--- config.mk ---
export PLATFORM = sky130hd
export DESIGN_NAME = coco_bus_sequencer_flat
export DESIGN_NICKNAME = d
export VERILOG_FILES = /design/src/rtl/coco_bus_pkg.sv /design/src/rtl/coco_bus_sequencer_if.sv /design/src/rtl/eq_clkgen.sv /design/src/rtl/coco_bus_sequencer.sv /design/src/flat_wrapper.sv
export SDC_FILE = /design/constraint.sdc
export NUM_CORES = 1
export LEC_CHECK = 0
export CAP_MARGIN = 20
export CORE_MARGIN = 4
export CORE_UTILIZATION = 25
export CTS_CLUSTER_DIAMETER = 100
export DETAILED_ROUTE_END_ITERATION = 10
export PLACE_DENSITY_LB_ADDON = 0.12
export SYNTH_ARGS = -nofsm -noshare
export SYNTH_HDL_FRONTEND = slang
export SYNTH_SLANG_ARGS = --single-unit
--- constraint.sdc ---
create_clock -name clk -period 4 [get_ports clk]
set_input_delay 0.8 -clock clk [delete_from_list [all_inputs] [get_ports clk]]
set_output_delay 0.8 -clock clk [all_outputs]
set_load 0.005 [all_outputs]
--- src/rtl/coco_bus_pkg.sv ---
// Shared encodings for the CoCo bus sequencer: E/Q phase codes, DMA arbiter states and
// quarter-counter width.
package coco_bus_pkg;

  localparam int unsigned QCNT_W = 8;
  typedef logic [QCNT_W-1:0] qcnt_t;

  typedef logic [1:0] phase_t;
  localparam phase_t PhLow = 2'd0;  // E=0 Q=0
  localparam phase_t PhQ   = 2'd1;  // E=0 Q=1
  localparam phase_t PhEq  = 2'd2;  // E=1 Q=1
  localparam phase_t PhE   = 2'd3;  // E=1 Q=0

  typedef logic [1:0] dma_st_t;
  localparam dma_st_t DmaIdle   = 2'd0;
  localparam dma_st_t DmaHalt   = 2'd1;
  localparam dma_st_t DmaWaitBa = 2'd2;
  localparam dma_st_t DmaGrant  = 2'd3;

  // Returns {E, Q} for a phase; Q leads E by one quarter.
  function automatic logic [1:0] phase_eq(phase_t ph);
    return {ph[1], ph[1] ^ ph[0]};
  endfunction

endpackage

--- src/rtl/coco_bus_sequencer_if.sv ---
// Bus bundle between the sequencer and the CPU, video generator, DMA requester and RAM.
interface coco_bus_sequencer_if;

  logic        rate_fast;
  logic        E;
  logic        Q;
  logic [15:0] cpu_addr;
  logic        cpu_rnw;
  logic        cpu_ba;
  logic        cpu_bs;
  logic        cpu_nhalt;
  logic [15:0] vid_addr;
  logic        vid_en;
  logic        vid_latch;
  logic        dma_req;
  logic [15:0] dma_addr;
  logic        dma_rnw;
  logic        dma_gnt;
  logic [15:0] ram_addr;
  logic        ram_we;
  logic        cyc_end;

  modport master (
    input  rate_fast, cpu_addr, cpu_rnw, cpu_ba, cpu_bs, vid_addr, vid_en,
           dma_req, dma_addr, dma_rnw,
    output E, Q, cpu_nhalt, vid_latch, dma_gnt, ram_addr, ram_we, cyc_end
  );

  modport slave (
    output rate_fast, cpu_addr, cpu_rnw, cpu_ba, cpu_bs, vid_addr, vid_en,
           dma_req, dma_addr, dma_rnw,
    input  E, Q, cpu_nhalt, vid_latch, dma_gnt, ram_addr, ram_we, cyc_end
  );

endinterface

--- src/rtl/eq_clkgen.sv ---
// E/Q quadrature generator: quarter counter, phase counter and per-cycle rate latch.
module eq_clkgen
  import coco_bus_pkg::*;
#(
  parameter int unsigned SLOW_QTR = 4,
  parameter int unsigned FAST_QTR = 2
) (
  input  logic   clk,
  input  logic   nRESET,
  input  logic   i_rate_fast,
  output phase_t o_phase,
  output logic   o_phase_end,
  output logic   o_e,
  output logic   o_q,
  output logic   o_cyc_end
);

  localparam qcnt_t SlowQtr = qcnt_t'(SLOW_QTR);
  localparam qcnt_t FastQtr = qcnt_t'(FAST_QTR);

  qcnt_t  r_qcnt;
  qcnt_t  r_qtr;
  phase_t r_phase;
  logic   r_e;
  logic   r_q;

  logic   w_phase_end;
  logic   w_cyc_end;
  phase_t w_phase_next;

  assign w_phase_end  = (r_qcnt == (r_qtr - qcnt_t'(1)));
  assign w_cyc_end    = w_phase_end && (r_phase == PhE);
  assign w_phase_next = w_phase_end ? (r_phase + phase_t'(1)) : r_phase;

  always_ff @(posedge clk or negedge nRESET) begin
    if (!nRESET) begin
      r_qcnt  <= '0;
      r_qtr   <= SlowQtr;
      r_phase <= PhLow;
      r_e     <= 1'b0;
      r_q     <= 1'b0;
    end else begin
      r_qcnt     <= w_phase_end ? '0 : (r_qcnt + qcnt_t'(1));
      r_phase    <= w_phase_next;
      {r_e, r_q} <= phase_eq(w_phase_next);
      // Rate only changes on the E-cycle boundary so a cycle is never cut short.
      if (w_cyc_end) begin
        r_qtr <= i_rate_fast ? FastQtr : SlowQtr;
      end
    end
  end

  assign o_phase     = r_phase;
  assign o_phase_end = w_phase_end;
  assign o_e         = r_e;
  assign o_q         = r_q;
  assign o_cyc_end   = w_cyc_end;

endmodule

--- src/rtl/coco_bus_sequencer.sv ---
// SAM-style bus sequencer: E/Q generation, video/CPU/DMA RAM address time-slicing and
// DMA arbitration by halting the CPU.
module coco_bus_sequencer
  import coco_bus_pkg::*;
#(
  parameter int unsigned SLOW_QTR = 4,
  parameter int unsigned FAST_QTR = 2
) (
  input logic                  clk,
  input logic                  nRESET,
  coco_bus_sequencer_if.master bus
);

  phase_t w_phase;
  phase_t w_phase_next;
  logic   w_phase_end;
  logic   w_cyc_end;
  logic   w_e;
  logic   w_q;

  eq_clkgen #(
    .SLOW_QTR(SLOW_QTR),
    .FAST_QTR(FAST_QTR)
  ) u_clkgen (
    .clk        (clk),
    .nRESET     (nRESET),
    .i_rate_fast(bus.rate_fast),
    .o_phase    (w_phase),
    .o_phase_end(w_phase_end),
    .o_e        (w_e),
    .o_q        (w_q),
    .o_cyc_end  (w_cyc_end)
  );

  assign w_phase_next = w_phase + phase_t'(w_phase_end);

  dma_st_t r_dma_st;
  dma_st_t w_dma_st_d;
  logic    r_gnt;
  logic    w_gnt_d;
  logic    r_nhalt;
  logic    w_nhalt_d;

  // Arbiter only moves on E falling, so grant never changes inside an E-high slot.
  always_comb begin
    w_dma_st_d = r_dma_st;
    w_gnt_d    = r_gnt;
    w_nhalt_d  = r_nhalt;
    if (w_cyc_end) begin
      case (r_dma_st)
        DmaIdle: begin
          if (bus.dma_req) begin
            w_dma_st_d = DmaHalt;
            w_nhalt_d  = 1'b0;
          end
        end
        DmaHalt: begin
          if (!bus.dma_req) begin
            w_dma_st_d = DmaIdle;
            w_nhalt_d  = 1'b1;
          end else begin
            w_dma_st_d = DmaWaitBa;
          end
        end
        DmaWaitBa: begin
          if (!bus.dma_req) begin
            w_dma_st_d = DmaIdle;
            w_nhalt_d  = 1'b1;
          end else if (bus.cpu_ba && bus.cpu_bs) begin
            w_dma_st_d = DmaGrant;
            w_gnt_d    = 1'b1;
          end
        end
        DmaGrant: begin
          if (!bus.dma_req) begin
            w_dma_st_d = DmaIdle;
            w_gnt_d    = 1'b0;
            w_nhalt_d  = 1'b1;
          end
        end
        default: begin
          w_dma_st_d = DmaIdle;
          w_gnt_d    = 1'b0;
          w_nhalt_d  = 1'b1;
        end
      endcase
    end
  end

  logic [15:0] r_ram_addr;
  logic [15:0] w_ram_addr_d;
  logic        r_ram_we;
  logic        w_ram_we_d;
  logic        w_own_rnw;

  assign w_own_rnw = r_gnt ? bus.dma_rnw : bus.cpu_rnw;

  always_comb begin
    w_ram_addr_d = r_ram_addr;
    w_ram_we_d   = 1'b0;
    if (!w_phase_next[1]) begin
      if (bus.vid_en) begin
        w_ram_addr_d = bus.vid_addr;
      end
    end else begin
      w_ram_addr_d = r_gnt ? bus.dma_addr : bus.cpu_addr;
      w_ram_we_d   = (w_phase_next == PhE) && !w_own_rnw;
    end
  end

  always_ff @(posedge clk or negedge nRESET) begin
    if (!nRESET) begin
      r_dma_st   <= DmaIdle;
      r_gnt      <= 1'b0;
      r_nhalt    <= 1'b1;
      r_ram_addr <= '0;
      r_ram_we   <= 1'b0;
    end else begin
      r_dma_st   <= w_dma_st_d;
      r_gnt      <= w_gnt_d;
      r_nhalt    <= w_nhalt_d;
      r_ram_addr <= w_ram_addr_d;
      r_ram_we   <= w_ram_we_d;
    end
  end

  assign bus.E         = w_e;
  assign bus.Q         = w_q;
  assign bus.cyc_end   = w_cyc_end;
  assign bus.vid_latch = w_phase_end && (w_phase == PhQ) && bus.vid_en;
  assign bus.cpu_nhalt = r_nhalt;
  assign bus.dma_gnt   = r_gnt;
  assign bus.ram_addr  = r_ram_addr;
  assign bus.ram_we    = r_ram_we;

endmodule

--- src/flat_wrapper.sv ---
// flat-port wrapper written by rule: the top's interface ports become plain ports
module coco_bus_sequencer_flat import coco_bus_pkg::*;
#(
  parameter int unsigned SLOW_QTR = 4,
  parameter int unsigned FAST_QTR = 2
)
  (clk, nRESET, bus_rate_fast, bus_cpu_addr, bus_cpu_rnw, bus_cpu_ba, bus_cpu_bs, bus_vid_addr, bus_vid_en, bus_dma_req, bus_dma_addr, bus_dma_rnw, bus_E, bus_Q, bus_cpu_nhalt, bus_vid_latch, bus_dma_gnt, bus_ram_addr, bus_ram_we, bus_cyc_end);
  coco_bus_sequencer_if bus_i ();
  input logic clk;
  input logic nRESET;
  input wire logic [$bits(bus_i.rate_fast)-1:0] bus_rate_fast;
  input wire logic [$bits(bus_i.cpu_addr)-1:0] bus_cpu_addr;
  input wire logic [$bits(bus_i.cpu_rnw)-1:0] bus_cpu_rnw;
  input wire logic [$bits(bus_i.cpu_ba)-1:0] bus_cpu_ba;
  input wire logic [$bits(bus_i.cpu_bs)-1:0] bus_cpu_bs;
  input wire logic [$bits(bus_i.vid_addr)-1:0] bus_vid_addr;
  input wire logic [$bits(bus_i.vid_en)-1:0] bus_vid_en;
  input wire logic [$bits(bus_i.dma_req)-1:0] bus_dma_req;
  input wire logic [$bits(bus_i.dma_addr)-1:0] bus_dma_addr;
  input wire logic [$bits(bus_i.dma_rnw)-1:0] bus_dma_rnw;
  output wire logic [$bits(bus_i.E)-1:0] bus_E;
  output wire logic [$bits(bus_i.Q)-1:0] bus_Q;
  output wire logic [$bits(bus_i.cpu_nhalt)-1:0] bus_cpu_nhalt;
  output wire logic [$bits(bus_i.vid_latch)-1:0] bus_vid_latch;
  output wire logic [$bits(bus_i.dma_gnt)-1:0] bus_dma_gnt;
  output wire logic [$bits(bus_i.ram_addr)-1:0] bus_ram_addr;
  output wire logic [$bits(bus_i.ram_we)-1:0] bus_ram_we;
  output wire logic [$bits(bus_i.cyc_end)-1:0] bus_cyc_end;
  assign bus_i.rate_fast = bus_rate_fast;
  assign bus_i.cpu_addr = bus_cpu_addr;
  assign bus_i.cpu_rnw = bus_cpu_rnw;
  assign bus_i.cpu_ba = bus_cpu_ba;
  assign bus_i.cpu_bs = bus_cpu_bs;
  assign bus_i.vid_addr = bus_vid_addr;
  assign bus_i.vid_en = bus_vid_en;
  assign bus_i.dma_req = bus_dma_req;
  assign bus_i.dma_addr = bus_dma_addr;
  assign bus_i.dma_rnw = bus_dma_rnw;
  assign bus_E = bus_i.E;
  assign bus_Q = bus_i.Q;
  assign bus_cpu_nhalt = bus_i.cpu_nhalt;
  assign bus_vid_latch = bus_i.vid_latch;
  assign bus_dma_gnt = bus_i.dma_gnt;
  assign bus_ram_addr = bus_i.ram_addr;
  assign bus_ram_we = bus_i.ram_we;
  assign bus_cyc_end = bus_i.cyc_end;
  coco_bus_sequencer #(.SLOW_QTR(SLOW_QTR), .FAST_QTR(FAST_QTR)) u_core (.clk(clk), .nRESET(nRESET), .bus(bus_i));
endmodule
* Word-level counts from Yosys, hierarchy flattened *
Cells that the tools add are included.

cells by class
  add/subtract/negate cells = 4
  equality and inequality tests = 13
  mux-type cells = 21
  bitwise operators = 1
  reductions and logical operators = 13

operator list
  operator                                             count
  2-to-1 mux 16 bit                                    3
  2-to-1 mux 2 bit                                     6
  adder 8 x 1 -> 8 bit, second input constant          1
  equality test 2 bit, second input constant           4
  equality test 8 bit                                  1
  2-to-1 mux 8 bit                                     1
  != test 2 bit, second input constant                 4
  case mux 2 bit (4 select lines)                      1
  subtractor 8 x 1 -> 8 bit, second input constant     1
  2-to-1 mux 1 bit                                     7
  logical AND 1 bit                                    5
  AND reduction 5 bit                                  1
  equality test 2 x 1 -> 1 bit, second input constant  2
  case mux 1 bit (2 select lines)                      2
  AND reduction 4 bit                                  1
  nonzero test 2 bit                                   2
  2-to-1 mux 3 bit                                     1
  != test 3 x 2 -> 1 bit, second input constant        1
  AND reduction 3 bit                                  1
  OR reduction 3 bit                                   1
  adder 2 x 1 -> 2 bit                                 1
  adder 2 x 1 -> 2 bit, second input constant          1
  logical NOT 2 bit                                    1
  != test 2 x 1 -> 1 bit, second input constant        1
  2 further kinds                                      2

word-level totals
  bits in registers = 41
  input port bits = 57
  output and inout port bits = 23
  word-level logic and storage cells = 62

* Longest topological paths before layout *
Gate-level depths: netlist of the first run.

  depth in word-level cells = 6
  gate-level depth with buffers = 11
  gate-level depth less buffers = 9

* By module *
A second synthesis of the first run with hierarchy kept.

unflattened totals
  cell total of the unflattened synthesis = 177
  area, all modules = 2,023.2 um2

modules (own cells, without submodules)
  module              instances  cells each  area each (um2)  seq. area each (um2)
  coco_bus_sequencer  1          115         1,347.5          526.8
  eq_clkgen           1          62          675.6            326.6

* Worst setup path before layout of the first run *
OpenSTA, ideal clock, no wires.

  kind = register to output
  start point = register u_core.u_clkgen.r_qtr[2]
  end point = output bus_vid_latch
  data arrival time = 1.883 ns
  data required time = 3.200 ns
  setup slack = 1.317 ns
  cell stages (with the launch flop) = 8
  path buffers = 1
  cell sequence = dfstp_2 -> inv_1 -> ha_1 -> or4_4 -> mux2i_4 -> and2_1 -> buf_6 -> and3_1

between the ends
  word-level cells in the longest chain between the ends = 4

ends and longest elaborated chain
  element                          line                       source
  start, declared                  eq_clkgen.sv:22            qcnt_t r_qtr;
  start signal, assigned           eq_clkgen.sv:38            r_qtr <= SlowQtr;
  start signal, assigned           eq_clkgen.sv:48            r_qtr <= i_rate_fast ? FastQtr : SlowQtr;
  subtractor 8 x 1 -> 8 bit        eq_clkgen.sv:31            assign w_phase_end = (r_qcnt == (r_qtr - qcnt_t'(1)));
  equality test 8 bit              eq_clkgen.sv:31
  logical AND 1 bit (2 in series)  coco_bus_sequencer.sv:130  assign bus.vid_latch = w_phase_end && (w_phase == PhQ) && bus.vid_en;
  end, declared                    flat_wrapper.sv:24         output wire logic [$bits(bus_i.vid_latch)-1:0] bus_vid_latch;

Every way passes these cells.

* Final worst setup path of the first run *
  start point = register u_core.u_clkgen.r_qtr[2]
  end point = output bus_cyc_end

between the ends
  word-level cells in the longest chain between the ends = 3

ends and longest elaborated chain
  element                    line                source
  subtractor 8 x 1 -> 8 bit  eq_clkgen.sv:31
  equality test 8 bit        eq_clkgen.sv:31
  logical AND 1 bit          eq_clkgen.sv:32     assign w_cyc_end = w_phase_end && (r_phase == PhE);
  end, declared              flat_wrapper.sv:28  output wire logic [$bits(bus_i.cyc_end)-1:0] bus_cyc_end;

Every way passes these cells.

==> results_dict.tcl, run 1 <==
set metrics [dict create \
    grt_pass1_vias 1616 \
    start_util 0.259 \
    hold_viol 0 \
    syn_inst 183 \
    skew_ns 0.00558 \
    relSlewSlack 0.686 \
    crit-reg2reg-capture "u_core.bus.ram_addr[14]" \
    vias_per_cell 4.43 \
    cts_setup_buffers 0 \
    grt_max_degree 36 \
    synth_area_um2 1890 \
    hpwl_um 3810 \
    dr_total_vias 1611 \
    grt_pass1_wl_um 8200 \
    arrival_ns 2.70 \
    numCtsBuffers 5 \
    startpoint_type "flip-flop" \
    port_buffers 79 \
    drt-initial-drc-count 40 \
    synth-seq-cells 34 \
    hold_path.startpoint "u_core.bus.cpu_nhalt" \
    r2r_slack_ns 1.21 \
    holdCritPathClass "reg -> reg" \
    route.detailed.drc 0 \
    synth_edf_count 0 \
    wire_per_inst_um 14.2 \
    run_status "completed" \
    core_um2 7290 \
    synth-main-ff-cell "dfrtp_1" \
    antenna_found_initial 0 \
    fmax_mhz 286 \
    holdBufCountCts 0 \
    rows 31 \
    clkTransAtPathRegs_ns 0.07 \
    fin_util 0.396 \
    fin_crit_ns 3.50 \
    antenna_left 0 \
    synth_top_area_frac 0.424 \
    power.density_nw_per_um2 612 \
    synthToLayoutAreaGrowth_pct 52.8 \
    critPathLaunch "u_core.u_clkgen.r_qtr[2]" \
    critPathMaxFanout 11 \
    drt_wl_total_um 5180 \
    postPlaceCellArea_um2 2790 \
    slew_violations 0 \
    p_leak_nw 1.19 \
    cts_resized 0 \
    fp.dieW_um 94.9 \
    gp_congestion 0.734 \
    clkSinkCount 34 \
    crit_required_ns 3.20 \
    htreeDepth 2 \
    synth_top_area_cell "dfrtp_1" \
    worstReg2RegStart "u_core.u_clkgen.r_qtr[2]" \
    setup_viol 0 \
    clk_path_buf_depth 2 \
    cap_violations 0 \
    nNetsFinal 326 \
    fp.dieArea_um2 9010 \
    yosys-top-cells-area "dfrtp_1 (42%), mux2i_1 (9.0%), a211oi_1 (6.4%), nor2b_1 (5.6%), a21oi_1 (5.3%)" \
    n_antenna_cell 0 \
    stdcell_count 364 \
    vdd_drop_max_v 0.000305 \
    ys_warn_count 0 \
    synth_cell_types 34 \
    endpoint_kind "primary output" \
    clock-root-buffer "clkbuf_8" \
    worstSetupPathType "reg -> out" \
    reg2regPathDepth 11 \
    final_area_um2 2880 \
    yosysSeqAreaShare 0.452 \
    synthArstFlopShare 1.00 \
    timing.final.crit_share 0.875 \
    die_h_um 94.9 \
    first_pass_iters 4 \
    cp-endpoint "bus_cyc_end" \
    tightest_slew_ns 0.471 \
    syn-num-nets 245 \
    dp.cells 356 \
    grt_setup_unrepaired "false" \
    synth_area_per_cell_um2 10.3 \
    grtUsageTotal 0.118 \
    worstSkewPairLatency_ns 0.28 \
    drive_above_1_share 0.0755 \
    gr-total-overflow 0 \
    io_pins 80 \
    tns_ns 0 \
    cts_tree "built" \
]
layout make-up:
type | instances | area (µm²)
Clock buffer | 7 | 86.3
Clock inverter | 1 | 5.00
Fill cell | 755 | 4410
Inverter | 6 | 22.5
Multi-Input combinational cell | 132 | 957
Sequential cell | 34 | 853
Tap cell | 99 | 124
Timing Repair Buffer | 85 | 836
layout by cell type (no fill, tap or decap), types with 5 or more instances in the layout:
cell type        count
a211oi_1            16
a21oi_1             20
and3_1               5
buf_4                6
clkbuf_8             6
clkdlybuf4s50_1     79
dfrtp_1             32
ha_1                 5
inv_1                6
mux2i_1             17
nand2_1              5
nand3_1              6
nor2_1               9
nor2b_1             17
xor2_1               5
registers in the layout, indices dropped and copies added, names as in the netlist:
name and count:
u_core.bus.cpu_nhalt 1, u_core.bus.ram_addr 16, u_core.u_clkgen.o_q 1, u_core.bus.dma_gnt 1, u_core.u_clkgen.o_phase 1, u_core.u_clkgen.r_qcnt 8, u_core.bus.ram_we 1, u_core.u_clkgen.r_qtr 2
u_core.u_clkgen.o_e 1, u_core.r_dma_st 2
synthesized netlist by cell type (all sizes together), types with 2 or more instances:
library cell,instances
dfrtp,32
a21oi,20
mux2i,18
nor2b,17
a211oi,16
nor2,9
buf,6
inv,6
nand3,6
and3,5
clkbuf,5
ha,5
nand2,5
xnor2,5
xor2,5
a31oi,3
and2,3
dfstp,2
nand2b,2
nand4,2
nor4,2
o21ai,2
o2bb2ai,2
critical path: stages, from the launching register on:
cell and delay [ns]:
dfstp_2 0.53, inv_1 0.04, ha_1 0.20, or4_4 0.55
mux2i_4 0.15, buf_4 0.18, and2_1 0.22, clkdlybuf4s50_1 0.54
metrics by stage:
| step | setup slack, ns | power (mW) | hold slack [ns] |
|---|---|---|---|
| finish | 0.499 | 1.77 | 0.512 |
| global route | 0.362 | 1.92 | 0.522 |
| CTS | 0.466 | 1.79 | 0.515 |
| detailed placement | 0.787 | 1.52 | 0.501 |
| global placement | 0.795 | 1.52 | 0.501 |
| floorplan | 1.32 | 1.14 | 0.478 |
how the worst min path moves through the flow:
stage | depth (start not counted) | slack, ns | endpoint
2_1_floorplan | 1 | 0.48 | u_core.bus.dma_gnt
3_3_place_gp | 1 | 0.50 | u_core.bus.cpu_nhalt
3_5_place_dp | 1 | 0.50 | u_core.bus.cpu_nhalt
4_1_cts | 1 | 0.52 | u_core.bus.cpu_nhalt
5_1_grt | 1 | 0.52 | u_core.bus.cpu_nhalt
6_report | 1 | 0.51 | u_core.bus.cpu_nhalt
metal layers:
layer  up-vias  wire length [µm]  global-route usage
met1       738              2460               0.159
li1        819                 -                   -
met3         5               413              0.0375
met5         -                 0                   0
met4         0                65              0.0361
met2        49              2240               0.181
kinds of logic after synthesis:
kind of cell,Yosys count,share of synthesized area
AOI/OAI and AO/OA,47,0.158
xor gates and xnor gates,10,0.0464
adders and majority gates,5,0.0331
buffers and inverters,17,0.0451
DFF,34,0.452
muxes,18,0.102
and+or+nand+nor,52,0.164
power by group:
| group | total (mW) | internal [mW] | switching (mW) |
|---|---|---|---|
| Combinational | 0.888 | 0.475 | 0.413 |
| Sequential | 0.610 | 0.498 | 0.113 |
| Clock | 0.268 | 0.139 | 0.129 |
| Total | 1.77 | 1.11 | 0.655 |
Note: power is estimated with default switching activity, not from simulation.
==> inputs of run 2 (changes only) <==
CORE_MARGIN = unset   (was 4)
==> run 2 against run 1 <==
Cell area down 0.26%. Clock-buffer cell count unchanged. Clock power decreased by 2%. Clock skew rose by 0.0038 ns. Global-route usage rose by 1.8 points. Total power fell by 0.32%. Die area fell by 12%. Via count is 0.12% higher. Maximum frequency is 2.8% lower.
==> results_dict.tcl, run 2 (synthesized netlist as in run 1, its figures left out) <==
set metrics [dict create \
    power.density_nw_per_um2 612 \
    fillers 764 \
    dp.cells 355 \
    slowest_delay_ns 0.55 \
    setup_viol 0 \
    cap_violations 0 \
    io_pins 80 \
    timing.final.crit_share 0.901 \
    cp_slowest_cell "or4_4" \
    drt_wl_total_um 5130 \
    fp.dieW_um 88.9 \
    fp.dieArea_um2 7900 \
    ff_latch_area_um2 853 \
    slew_violations 0 \
    wire_per_inst_um 14.1 \
    arrival_ns 2.80 \
    setup_ws_ns 0.398 \
    numCtsBuffers 5 \
    finalPower_mw 1.76 \
    fin_crit_ns 3.60 \
    relSlewSlack 0.436 \
    clk_path_buf_depth 2 \
    drive_above_1_share 0.0720 \
    cts_resized 0 \
    first_pass_iters 4 \
    core_um2 7290 \
    vdd_drop_max_v 0.000316 \
    crit_family "simple AND/OR/NAND/NOR gates" \
    multi_input_area_um2 957 \
    cts_setup_buffers 0 \
    layout_common_cells "clkdlybuf4s50_1 (79), dfrtp_1 (32), a21oi_1 (20)" \
    grt_max_degree 36 \
    final_area_um2 2880 \
    vias_per_cell 4.44 \
    clkTransAtPathRegs_ns 0.06 \
    holdWs_ns 0.501 \
    largest_reg_flops 16 \
    drt-initial-drc-count 45 \
    postPlaceCellArea_um2 2790 \
    hpwl_um 3780 \
    cp_num_buf_inv 2 \
    worstSetupPathType "reg -> out" \
    dp_slack_ns 0.683 \
    grt_setup_unrepaired "false" \
    rows 31 \
    cp_cell_sequence "inv_1, ha_1, or4_4, mux2i_4, and2_1, and3_1, clkdlybuf4s50_1" \
    antenna_found_initial 0 \
    gr-total-overflow 0 \
    holdBufCountCts 0 \
    skew_ns 0.00938 \
    worstSkewPairLatency_ns 0.29 \
    nNetsFinal 325 \
    final_common_cell "clkdlybuf4s50_1" \
    cts_tree "built" \
    hold_viol 0 \
    endpoint_kind "primary output" \
    grt_pass1_vias 1532 \
    dr_total_vias 1613 \
    htreeDepth 2 \
    fin_util 0.394 \
    startpoint_type "flip-flop" \
    gp_congestion 0.791 \
    run_status "completed" \
    tns_ns 0 \
    grtUsageTotal 0.136 \
    clock-root-buffer "clkbuf_8" \
    critPathMaxFanout 12 \
    n_antenna_cell 0 \
    crit_required_ns 3.20 \
    p_leak_nw 1.18 \
    grt_pass1_wl_um 7980 \
    fmax_mhz 278 \
    antenna_left 0 \
    synthToLayoutAreaGrowth_pct 52.4 \
    holdCritPathClass "reg -> reg" \
    start_util 0.259 \
    port_buffers 79 \
    die_h_um 88.9 \
    stdcell_count 363 \
    route.detailed.drc 0 \
    tightest_slew_ns 0.844 \
    clkSinkCount 34 \
]
## run 2: cell types whose count changed in the layout (fill, tap and decap cells not counted)
| cell | delta |
|---|---|
| buf_4 | -1 |
## run 2: path summary, 6_finish.rpt
kind	slack [ns]	endpoint	depth (start not counted)	start
worst min register to register	0.50	u_core.bus.cpu_nhalt	1	u_core.bus.cpu_nhalt
max in group asynchronous	2.18	u_core.bus.cpu_nhalt	2	nRESET
worst max register to register	0.77	u_core.bus.ram_addr[8]	11	u_core.u_clkgen.r_qtr[2]
min in group asynchronous	0.99	u_core.bus.ram_addr[6]	1	nRESET
worst min-delay path	0.50	u_core.bus.cpu_nhalt	1	u_core.bus.cpu_nhalt
worst max-delay path	0.40	bus_vid_latch	7	u_core.u_clkgen.r_qtr[2]
## run 2: layout make-up
type,instances,area share
clock buffers,7,0.0300
flip-flops and latches,34,0.297
multi-input cells,132,0.333
well taps,99,0.0431
inverters,6,0.00783
repair buffers,84,0.288
clock inverters,1,0.00174
## run 2: routing by layer
metal / routed length (µm) / global-route usage / vias to the layer above
met1: 2500 / 0.193 / 729
li1: - / - / 816
met4: 77 / 0.0572 / 0
met5: 0 / 0 / -
met2: 2170 / 0.194 / 60
met3: 382 / 0.0351 / 8
## run 2: where the power goes
| part | switching (mW) | total [mW] | internal [mW] |
|---|---|---|---|
| clock network | 0.124 | 0.263 | 0.139 |
| logic | 0.419 | 0.886 | 0.467 |
| registers | 0.115 | 0.612 | 0.498 |
| total | 0.657 | 1.76 | 1.10 |
==> inputs of run 3 (changes only) <==
ABC_AREA = 1   (was unset)
==> run 3 against run 2 <==
Sequential share of layout area fell by 1.5 points. First-iteration DRC count grew 87%. Clock skew shrank 0.0061 ns. Critical endpoint unchanged. Cell area grew 5.3%. Largest power group unchanged. Via count grew 18%. Critical path depth increased by 2.
==> results_dict.tcl, run 3 <==
set metrics [dict create \
    die_h_um 92.2 \
    timing.final.crit_share 0.774 \
    numCtsBuffers 5 \
    antenna_found_initial 0 \
    yosysMostFrequentCell "nand2_1" \
    synthToLayoutAreaGrowth_pct 49.0 \
    vias_per_cell 4.29 \
    multi_input_area_um2 1000 \
    nNetsFinal 404 \
    synth-xor-area-share 0.0166 \
    synthArstFlopShare 1.00 \
    fin_crit_ns 3.10 \
    synth_cell_types 28 \
    synth_area_per_cell_um2 7.73 \
    core_um2 7810 \
    gp_congestion 0.774 \
    antenna_left 0 \
    ys_warn_count 0 \
    critPathMaxFanout 6 \
    n_antenna_cell 0 \
    ff_latch_area_um2 853 \
    io_pins 80 \
    largest_reg_flops 16 \
    port_buffers 79 \
    synth-seq-cells 34 \
    relSlewSlack 0.468 \
    p_leak_nw 1.37 \
    yosys-top-cells-area "dfrtp_1 (39%), nand2_1 (16%), o211ai_1 (12%), inv_1 (6.3%), nor2_1 (3.3%)" \
    startpoint_type "flip-flop" \
    synth_top_family_by_area "simple AND/OR/NAND/NOR gates" \
    htreeDepth 2 \
    drt_wl_total_um 5730 \
    holdCritPathClass "reg -> reg" \
    crit-reg2reg-capture "u_core.bus.ram_addr[2]" \
    run_status "completed" \
    clk_path_buf_depth 2 \
    dr_total_vias 1907 \
    synth_edf_count 0 \
    grt_pass1_wl_um 9490 \
    cts_tree "built" \
    crit_required_ns 3.20 \
    power.density_nw_per_um2 620 \
    tns_ns 0 \
    r2r_slack_ns 1.21 \
    syn-num-nets 325 \
    synth_adder_area_share 0.0308 \
    rows 32 \
    grt_setup_unrepaired "false" \
    synth_top_area_cell "dfrtp_1" \
    hpwl_um 4180 \
    setup_viol 0 \
    gr-total-overflow 0 \
    holdBufCountCts 0 \
    holdPathStages 2 \
    endpoint_kind "primary output" \
    synth_area_um2 2030 \
    clock-root-buffer "clkbuf_8" \
    synth_compound_area_frac 0.160 \
    fillers 799 \
    final_common_cell "nand2_1" \
    yosys.area_share.simple 0.284 \
    hold_viol 0 \
    holdWs_ns 0.492 \
    synth-main-ff-cell "dfrtp_1" \
    drt-initial-drc-count 84 \
    ys_top_cells_by_count "nand2_1 (85), inv_1 (34), dfrtp_1 (32), o211ai_1 (32), nor2_1 (18)" \
    slew_violations 0 \
    grtUsageTotal 0.144 \
    grt_pass1_vias 1871 \
    syn_inst 263 \
    worstSetupPathType "reg -> out" \
    vdd_drop_max_v 0.000195 \
    skew_ns 0.00324 \
    synth_top_area_frac 0.394 \
    yosysSeqAreaShare 0.420 \
    tightest_slew_ns 0.799 \
    cts_setup_buffers 0 \
    clkSinkCount 34 \
    reg2regPathDepth 12 \
    fp.dieArea_um2 8490 \
    cts_resized 0 \
    route.detailed.drc 0 \
    first_pass_iters 6 \
    arrival_ns 2.30 \
    drive_above_1_share 0.0845 \
    cap_violations 0 \
    fp.dieW_um 92.2 \
    worstSkewPairLatency_ns 0.28 \
    grt_max_degree 36 \
    fmax_mhz 323 \
    start_util 0.260 \
    hold_path.startpoint "u_core.bus.cpu_nhalt" \
    wire_per_inst_um 12.9 \
    muxShareOfSynthArea 0 \
    layout_common_cells "nand2_1 (85), clkdlybuf4s50_1 (78), inv_1 (34)" \
    clkTransAtPathRegs_ns 0.07 \
    worstReg2RegStart "u_core.u_clkgen.r_qtr[2]" \
    worstHoldEndpoint "u_core.bus.cpu_nhalt" \
]
==> run 3: cell count changes after synthesis, sizes merged, moves of 15 or more <==
| cell | previous run | this run |
|---|---|---|
| a211oi | 16 | 1 |
| o211ai | 1 | 32 |
| nand2 | 5 | 92 |
| inv | 6 | 36 |
| mux2i | 18 | 0 |
| nor2b | 17 | 0 |
==> run 3: layer usage <==
layer | up-vias | track usage | wire length [µm]
met4 | 0 | 0.0430 | 49
met5 | - | 0 | 0
met3 | 2 | 0.0299 | 229
met2 | 40 | 0.223 | 2640
met1 | 851 | 0.201 | 2800
li1 | 1014 | - | -
==> run 3: area by class of cell <==
class	count	area share
Inverter	36	0.0446
Clock inverter	1	0.00165
Clock buffer	7	0.0285
Sequential cell	34	0.282
Timing Repair Buffer	82	0.271
Tap cell	102	0.0421
Multi-Input combinational cell	183	0.330
==> run 3: worst max path at each step <==
stage / start / end / slack [ns] / depth (start not counted)
2_1_floorplan: u_core.u_clkgen.r_qtr[2] / u_core.bus.ram_addr[0] / 1.71 / 11
3_3_place_gp: bus_vid_en / bus_vid_latch / 1.15 / 4
3_5_place_dp: bus_vid_en / bus_vid_latch / 1.17 / 4
4_1_cts: u_core.u_clkgen.r_qtr[1] / bus_vid_latch / 0.87 / 9
5_1_grt: u_core.u_clkgen.r_qtr[1] / bus_vid_latch / 0.66 / 9
6_report: u_core.u_clkgen.r_qtr[1] / bus_vid_latch / 0.90 / 9
==> run 3: logic make-up (layout without fill, tap and decap cells) <==
family | after synthesis | after routing
compound gates | 47 | 47
xor+xnor | 3 | 3
fa+ha+maj | 5 | 5
buf+inv | 46 | 126
flops | 34 | 34
simple gates | 128 | 128
==> run 3: where the power goes <==
part | switching [mW] | total, mW | leakage, nW | internal (mW)
clock | 0.124 | 0.263 | 0.0482 | 0.139
combinational | 0.508 | 0.988 | 0.909 | 0.480
sequential | 0.122 | 0.628 | 0.413 | 0.505
==> run 3: critical path, cell delays in order, from the launching register on <==
cell	delay, ns
dfrtp_1	0.40
inv_1	0.11
ha_1	0.29
inv_2	0.06
a21oi_1	0.15
nand2_1	0.11
nor2_4	0.13
nand2_4	0.10
nor2_1	0.15
clkdlybuf4s50_1	0.52
==> run 3: per-stage QoR <==
stage	area (µm²)	setup slack (ns)	total power, mW	instances	utilization
CTS	3030	0.867	1.91	445	0.388
floorplan	2030	1.71	1.21	263	-
detailed placement	2940	1.17	1.63	437	0.376
global route	3030	0.664	2.06	445	0.388
finish	3030	0.903	1.88	445	0.388
global placement	2940	1.15	1.63	437	0.376
